## src/rtl/lsu_pkg.sv

```systemverilog
// Shared definitions for the memory-stage load/store unit: size codes, FSM states, helpers.
// Latency: n/a (types, constants and pure functions only).
// Backpressure: n/a.
package lsu_pkg;

   localparam logic [1:0] SZ_WORD = 2'b00;
   localparam logic [1:0] SZ_HALF = 2'b01;
   localparam logic [1:0] SZ_BYTE = 2'b10;

   localparam int LSU_TIMEOUT_DEF = 255;

   typedef enum logic [1:0] {
      IDLE = 2'b00,
      BUS  = 2'b01,
      RESP = 2'b10
   } lsu_state_e;

   // Size code 11 behaves exactly like a word access.
   function automatic logic [1:0] lsu_norm_size(input logic [1:0] size);
      return (size == 2'b11) ? SZ_WORD : size;
   endfunction

   // Little-endian byte enables for a normalised size and low address bits.
   function automatic logic [3:0] lsu_byte_en(input logic [1:0] size, input logic [1:0] lo);
      case (size)
         SZ_BYTE: return 4'b0001 << lo;
         SZ_HALF: return lo[1] ? 4'b1100 : 4'b0011;
         default: return 4'b1111;
      endcase
   endfunction

endpackage

```

## src/rtl/lsu_mem_access_load_extend.sv

```systemverilog
// Picks the addressed byte/half lane out of a bus read word and sign/zero-extends it.
// Latency: purely combinational.
// Backpressure: none; result is valid whenever the inputs are.
module lsu_load_extend
   import lsu_pkg::*;
(
   input  logic [31:0] i_rdata,
   input  logic [1:0]  i_addr_lo,
   input  logic [1:0]  i_size,
   input  logic        i_signed,
   output logic [31:0] o_data
);

   logic [7:0]  w_byte;
   logic [15:0] w_half;

   // Lane selection, then extension according to access size and signedness.
   always_comb begin
      w_byte = i_rdata[{i_addr_lo, 3'b000} +: 8];
      w_half = i_rdata[{i_addr_lo[1], 4'b0000} +: 16];
      o_data = i_rdata;
      case (i_size)
         SZ_BYTE: o_data = {{24{i_signed & w_byte[7]}}, w_byte};
         SZ_HALF: o_data = {{16{i_signed & w_half[15]}}, w_half};
         default: o_data = i_rdata;
      endcase
   end

endmodule

```

## src/rtl/lsu_mem_access.sv

```systemverilog
// Memory-stage load/store unit driving a word-addressed req/ack data bus with byte enables.
// Latency: accept at edge N, bus_req in N+1, rsp_valid in N+2 with zero-wait ack (N+1 on a misalign trap).
// Backpressure: req_ready only in IDLE; bus_req held until bus_ack or watchdog; LSU_MISALIGN_TRAP_EN enables traps.
module lsu_mem_access
   import lsu_pkg::*;
#(
   parameter int TIMEOUT = LSU_TIMEOUT_DEF,
   parameter int CNT_W   = 8
)(
   input  logic        clk,
   input  logic        reset,
   input  logic        req_valid,
   output logic        req_ready,
   input  logic        mem_read,
   input  logic        mem_write,
   input  logic [1:0]  inst_size,
   input  logic        is_signed,
   input  logic [31:0] addr,
   input  logic [31:0] wdata,
   output logic        rsp_valid,
   output logic [31:0] rsp_rdata,
   output logic        rsp_err,
   output logic        rsp_misalign,
   output logic        busy,
   output logic        bus_req,
   output logic        bus_we,
   output logic [31:0] bus_addr,
   output logic [3:0]  bus_be,
   output logic [31:0] bus_wdata,
   input  logic        bus_ack,
   input  logic [31:0] bus_rdata
);

   localparam logic [CNT_W-1:0] LP_TMO   = CNT_W'(TIMEOUT);
   localparam bit               LP_WD_EN = (TIMEOUT != 0);

   lsu_state_e       r_state;
   logic [CNT_W-1:0] r_cnt;
   logic [1:0]       r_size;
   logic [1:0]       r_addr_lo;
   logic             r_signed;
   logic             r_req_ready, r_busy, r_rsp_valid, r_rsp_err;
   logic [31:0]      r_rsp_rdata;
   logic             r_bus_req, r_bus_we;
   logic [31:0]      r_bus_addr, r_bus_wdata;
   logic [3:0]       r_bus_be;

   logic [1:0]       w_size;
   logic [1:0]       w_addr_lo;
   logic [3:0]       w_be;
   logic [31:0]      w_wdata;
   logic [31:0]      w_ld_data;
   logic             w_accept;

   // Decode the incoming op: normalised size, forced-aligned low bits, enables and replicated store data.
   always_comb begin
      w_size    = lsu_norm_size(inst_size);
      w_accept  = req_valid && (mem_read || mem_write);
      w_addr_lo = addr[1:0];
      w_wdata   = wdata;
      case (w_size)
         SZ_BYTE: w_wdata = {4{wdata[7:0]}};
         SZ_HALF: begin
            w_addr_lo = {addr[1], 1'b0};
            w_wdata   = {2{wdata[15:0]}};
         end
         default: w_addr_lo = 2'b00;
      endcase
      w_be = lsu_byte_en(w_size, w_addr_lo);
   end

`ifdef LSU_MISALIGN_TRAP_EN
   logic r_rsp_mis;
   logic w_misalign;

   // Unaligned half/word accesses are trapped instead of going to the bus.
   always_comb begin
      w_misalign = ((w_size == SZ_HALF) && addr[0]) ||
                   ((w_size == SZ_WORD) && (addr[1:0] != 2'b00));
   end

   assign rsp_misalign = r_rsp_mis;
`else
   assign rsp_misalign = 1'b0;
`endif

   lsu_load_extend u_load_extend (
      .i_rdata   (bus_rdata),
      .i_addr_lo (r_addr_lo),
      .i_size    (r_size),
      .i_signed  (r_signed),
      .o_data    (w_ld_data)
   );

   // Access FSM; every output is a register updated here.
   always_ff @(posedge clk) begin
      if (!reset) begin
         r_state     <= IDLE;
         r_cnt       <= '0;
         r_size      <= SZ_WORD;
         r_addr_lo   <= 2'b00;
         r_signed    <= 1'b0;
         r_req_ready <= 1'b1;
         r_busy      <= 1'b0;
         r_rsp_valid <= 1'b0;
         r_rsp_err   <= 1'b0;
         r_rsp_rdata <= '0;
         r_bus_req   <= 1'b0;
         r_bus_we    <= 1'b0;
         r_bus_addr  <= '0;
         r_bus_be    <= '0;
         r_bus_wdata <= '0;
`ifdef LSU_MISALIGN_TRAP_EN
         r_rsp_mis   <= 1'b0;
`endif
      end else begin
         case (r_state)
            IDLE: begin
               if (w_accept) begin
                  r_size      <= w_size;
                  r_addr_lo   <= w_addr_lo;
                  r_signed    <= is_signed;
                  r_cnt       <= '0;
                  r_busy      <= 1'b1;
                  r_req_ready <= 1'b0;
`ifdef LSU_MISALIGN_TRAP_EN
                  if (w_misalign) begin
                     r_rsp_valid <= 1'b1;
                     r_rsp_err   <= 1'b1;
                     r_rsp_mis   <= 1'b1;
                     r_rsp_rdata <= '0;
                     r_state     <= RESP;
                  end else
`endif
                  begin
                     r_bus_req   <= 1'b1;
                     r_bus_we    <= mem_write;
                     r_bus_addr  <= {addr[31:2], 2'b00};
                     r_bus_be    <= w_be;
                     r_bus_wdata <= w_wdata;
                     r_state     <= BUS;
                  end
               end
            end
            BUS: begin
               // Ack has priority over the watchdog firing in the same cycle.
               if (bus_ack) begin
                  r_bus_req   <= 1'b0;
                  r_rsp_valid <= 1'b1;
                  r_rsp_err   <= 1'b0;
                  r_rsp_rdata <= r_bus_we ? 32'd0 : w_ld_data;
                  r_state     <= RESP;
               end else if (LP_WD_EN && (r_cnt == LP_TMO)) begin
                  r_bus_req   <= 1'b0;
                  r_rsp_valid <= 1'b1;
                  r_rsp_err   <= 1'b1;
                  r_rsp_rdata <= '0;
                  r_state     <= RESP;
               end else begin
                  r_cnt <= r_cnt + 1'b1;
               end
            end
            RESP: begin
               r_rsp_valid <= 1'b0;
               r_rsp_err   <= 1'b0;
               r_rsp_rdata <= '0;
`ifdef LSU_MISALIGN_TRAP_EN
               r_rsp_mis   <= 1'b0;
`endif
               r_busy      <= 1'b0;
               r_req_ready <= 1'b1;
               r_state     <= IDLE;
            end
            default: r_state <= IDLE;
         endcase
      end
   end

   assign req_ready = r_req_ready;
   assign busy      = r_busy;
   assign rsp_valid = r_rsp_valid;
   assign rsp_err   = r_rsp_err;
   assign rsp_rdata = r_rsp_rdata;
   assign bus_req   = r_bus_req;
   assign bus_we    = r_bus_we;
   assign bus_addr  = r_bus_addr;
   assign bus_be    = r_bus_be;
   assign bus_wdata = r_bus_wdata;

endmodule

```

## config.mk

```make
export PLATFORM = sky130hd
export DESIGN_NAME = lsu_mem_access
export DESIGN_NICKNAME = d
export VERILOG_FILES = /design/src/rtl/lsu_pkg.sv /design/src/rtl/lsu_mem_access_load_extend.sv /design/src/rtl/lsu_mem_access.sv
export SDC_FILE = /design/constraint.sdc
export NUM_CORES = 1
export LEC_CHECK = 0
export CAP_MARGIN = 20
export CELL_PAD_IN_SITES_DETAIL_PLACEMENT = 0
export CELL_PAD_IN_SITES_GLOBAL_PLACEMENT = 1
export CORE_MARGIN = 2
export CORE_UTILIZATION = 31
export CTS_CLUSTER_DIAMETER = 50
export DETAILED_ROUTE_END_ITERATION = 7
export GPL_ROUTABILITY_DRIVEN = 0
export PLACE_DENSITY = 0.79
export SETUP_SLACK_MARGIN = 0.3
export SLEW_MARGIN = 10
export SYNTH_ARGS = -nofsm -noshare
export SYNTH_HDL_FRONTEND = slang
export SYNTH_HIERARCHICAL = 1
export SYNTH_SLANG_ARGS = --single-unit
```

## constraint.sdc

```tcl
create_clock -name clk -period 2.3 [get_ports clk]
set_input_delay 0.69 -clock clk [delete_from_list [all_inputs] [get_ports clk]]
set_output_delay 0.69 -clock clk [all_outputs]
set_load 0.05 [all_outputs]
```

==> results.md <==
- Vias per cell: approximately 5.0
- DR vias: ~5500
- Worst slew pin tran: 0.5537 ns
- Fin crit share: between 80% and 90%
- Warnings, synthesis: 6
- Yosys reg bits: 119
- Sequential share of the synthesized area: ~44%
- Routed length per instance: about 16 um
- Share of power burned in registers: 36.4%
- Arr. time, crit path: ~1.3 ns
- Clock power share: a little over two fifths
- Ys flop type: dfxtp_1
- Post-layout total power: ~0.0062 W
- # setup viols final: 0
- Worst-path maximum fanout: 2
- CP Launch Type: flop
- Synth-to-layout area growth: 53.76%
- Die area: 18470 um2
- Drt pass-1 iters: 4
- Relative slew slack: between 60 and 70%
- Final hold vios: 0
- Largest area contributor in the netlist: dfxtp_1
- Static Leak: 3.335 nW
- Pre-CTS setup slack: -0.05819 ns
- Fin crit period: between 1.5 and 2 ns
- Crit-path max cell delay: ~0.53 ns
- # H-tree levels: 4
- Comb pwr share: between 20% and 30%
- Post-synth cell types: 51
- Worst path buffer plus inverter count: 1
- Synth top cells by count: nand2_1 (125), dfxtp_1 (119), a21oi_1 (96)
- First-pass GRT wire length: around 28000 um
- # rows: between 40 and 50
- Number of global-route vias before repair: 5341
- Slew Limit Fails: 0
- Crit path max-delay family: buffers and inverters
- Worst min-delay path class: reg -> reg
- Syn Area/Cell: 8.335 um2
- Status: completed
- Slack of the critical path: 0.3249 ns
- Initial antenna violation count: 0
- Critical path's slowest cell: clkdlybuf4s15_1
- Most instantiated library cell after synthesis: nand2_1
- Port bufs: between 200 and 250
- DP HPWL: around 12000 um
- Post-CTS setup buffer count: 0
- CTS tree: built
- Crit-path cells: clkdlybuf4s15_1
- Core area: approximately 17000 um2
- Root Driver: clkbuf_16
- Total GRT Usage: 19.44%
- IO Count: ~210
- Critical path type: reg -> out
- Fmax: a little over 0.5 GHz
- Diodes inserted: 0
- Post-Syn Area: around 5400 um2
- Die width: ~140 um
- CTS Buffer Depth: 2
- Post-layout net count: 967
- Clk_lat worst skew: a little over 0.4 ns
- Synth area leaders: dfxtp_1 (44%), a21oi_1 (8.9%), nand2_1 (8.7%)
- Initial Util: a little under a third
- Final setup skew: around 0.01 ns
- FFs w/ async S/R, synth: 0%
- Nature of the critical path endpoint: primary output
- Cell count after synthesis: ~650
- Total congestion overflow: 0
- PwrDens: 745.6 nW/um2
- Clk sinks: between 100 and 150
- Post-synth EDFFs: 0
- VDD IR max: approximately 520 uV
- Die H: between 100 and 150 um
- Cts bufs inserted: 17
- Share of the synthesized area in the top cell type: between 40 and 50%
- Max_cap viols: 0
- Reg clk slew, reported paths: about 0.050 ns
- DRC viols: 0
- Worst hold slack: about 0.45 ns
- WP data required: 1.61 ns
- Layout cell share with drive strength beyond 1: between 15 and 20%
- RSZ-0062 raised after global routing: true
- Largest net degree at the start of global routing: between 40 and 50
- Initial DRC Count: slightly below 300
- DRT Wirelength: between 15000 and 20000 um
- Sw Ratio: 29.53%
- Psw: about 0.0018 W
- Routed Antenna Nets: 0
- Internal power: ~0.0044 W
[path summary, 6_finish.rpt]
| kind | cells past startpoint | start | slack, ns | end |
|---|---|---|---|---|
| worst min-delay path | 2 | rsp_valid | 0.45 | rsp_valid |
| worst min register to register | 2 | rsp_valid | 0.45 | rsp_valid |
| worst max-delay path | 1 | bus_be[1] | 0.32 | bus_be[1] |
| worst max register to register | 8 | r_size[0] | 0.50 | rsp_rdata[5] |
[final cells by class]
cell class / instances / area, um2
fill: 1715 / 8885
multi-input combinational: 462 / 2700
sequential: 119 / 2382
timing repair buffer: 246 / 2320
clock buffer: 22 / 474.2
tap: 225 / 281.5
clock inverter: 9 / 100.1
inverter: 9 / 33.78
[sequential cells by signal (all words and copies together), names as in the netlist, 2 cells and up]
name       cells
r_state        2
rsp_rdata     32
bus_be         4
bus_wdata     32
r_addr_lo      2
r_size         2
bus_addr      30
r_cnt          8
[power by group through the flow]
stage          sequential [W]  combinational (W)  clock [W]
6_report              0.00225            0.00134    0.00259
5_1_grt               0.00226            0.00143    0.00276
4_1_cts               0.00225            0.00135    0.00266
3_5_place_dp          0.00229            0.00141          0
3_3_place_gp          0.00229            0.00141          0
2_1_floorplan         0.00266           0.000438          0
[metrics by stage]
step	cell area, um2	utilization, %	setup TNS [ns]	instances
2_1_floorplan	5400	-	0	649
3_3_place_gp	7865	45.79	-0.04146	1061
3_5_place_dp	7865	45.79	-0.4456	1061
4_1_cts	8353	48.63	0	1092
5_1_grt	8292	48.27	0	1092
6_report	8292	48.27	0	1092
[per-layer routing]
metal	wire length (um)	GRT usage [%]	vias to the layer above	part of all wire [%]
li1	-	-	2720	-
met1	7641	24.27	2555	43
met2	8322	31.17	208	47
met3	1490	6.078	20	8.4
met4	312	7.870	0	1.8
met5	0	0	-	0
[cells by family (layout without fill, tap and decap cells)]
| logic type | after synthesis | count (layout) | share of synthesized area [%] |
|---|---|---|---|
| DFF | 119 | 119 | 44.18 |
| other | 1 | 3 | 0.06954 |
| AOI/OAI and AO/OA | 236 | 236 | 28.77 |
| adders and majority gates | 7 | 7 | 1.624 |
| and+or+nand+nor | 206 | 206 | 17.26 |
| buffers and inverters | 68 | 286 | 5.893 |
| muxes | 10 | 10 | 2.204 |
[layout by cell type (no fill, tap or decap), drive strengths merged, types with 5 or more instances in the layout]
| cell | Yosys | final |
|---|---|---|
| nor3 | 12 | 12 |
| a21oi | 97 | 97 |
| clkdlybuf4s50 | 0 | 103 |
| buf | 22 | 43 |
| nand3 | 9 | 9 |
| dfxtp | 119 | 119 |
| clkbuf | 37 | 49 |
| a2bb2oi | 8 | 8 |
| o221a | 20 | 20 |
| nand2 | 125 | 125 |
| nor2 | 18 | 18 |
| inv | 8 | 9 |
| and2 | 18 | 18 |
| nor2b | 5 | 5 |
| dlygate4sd2 | 0 | 16 |
| a32oi | 7 | 7 |
| mux2 | 9 | 9 |
| o21ai | 51 | 51 |
| o2bb2ai | 7 | 7 |
| ha | 7 | 7 |
| clkdlybuf4s15 | 0 | 56 |
| clkinv | 1 | 5 |
| a221oi | 9 | 9 |
| a22oi | 9 | 9 |
| a21o | 17 | 17 |
[repair_timing]
action	4_1_cts	5_1_grt
endpoints found under the setup margin	99	82
gates cloned	0	0
hold buffers	0	0
resized for setup	129	88
(Power assumes the default switching activity.)
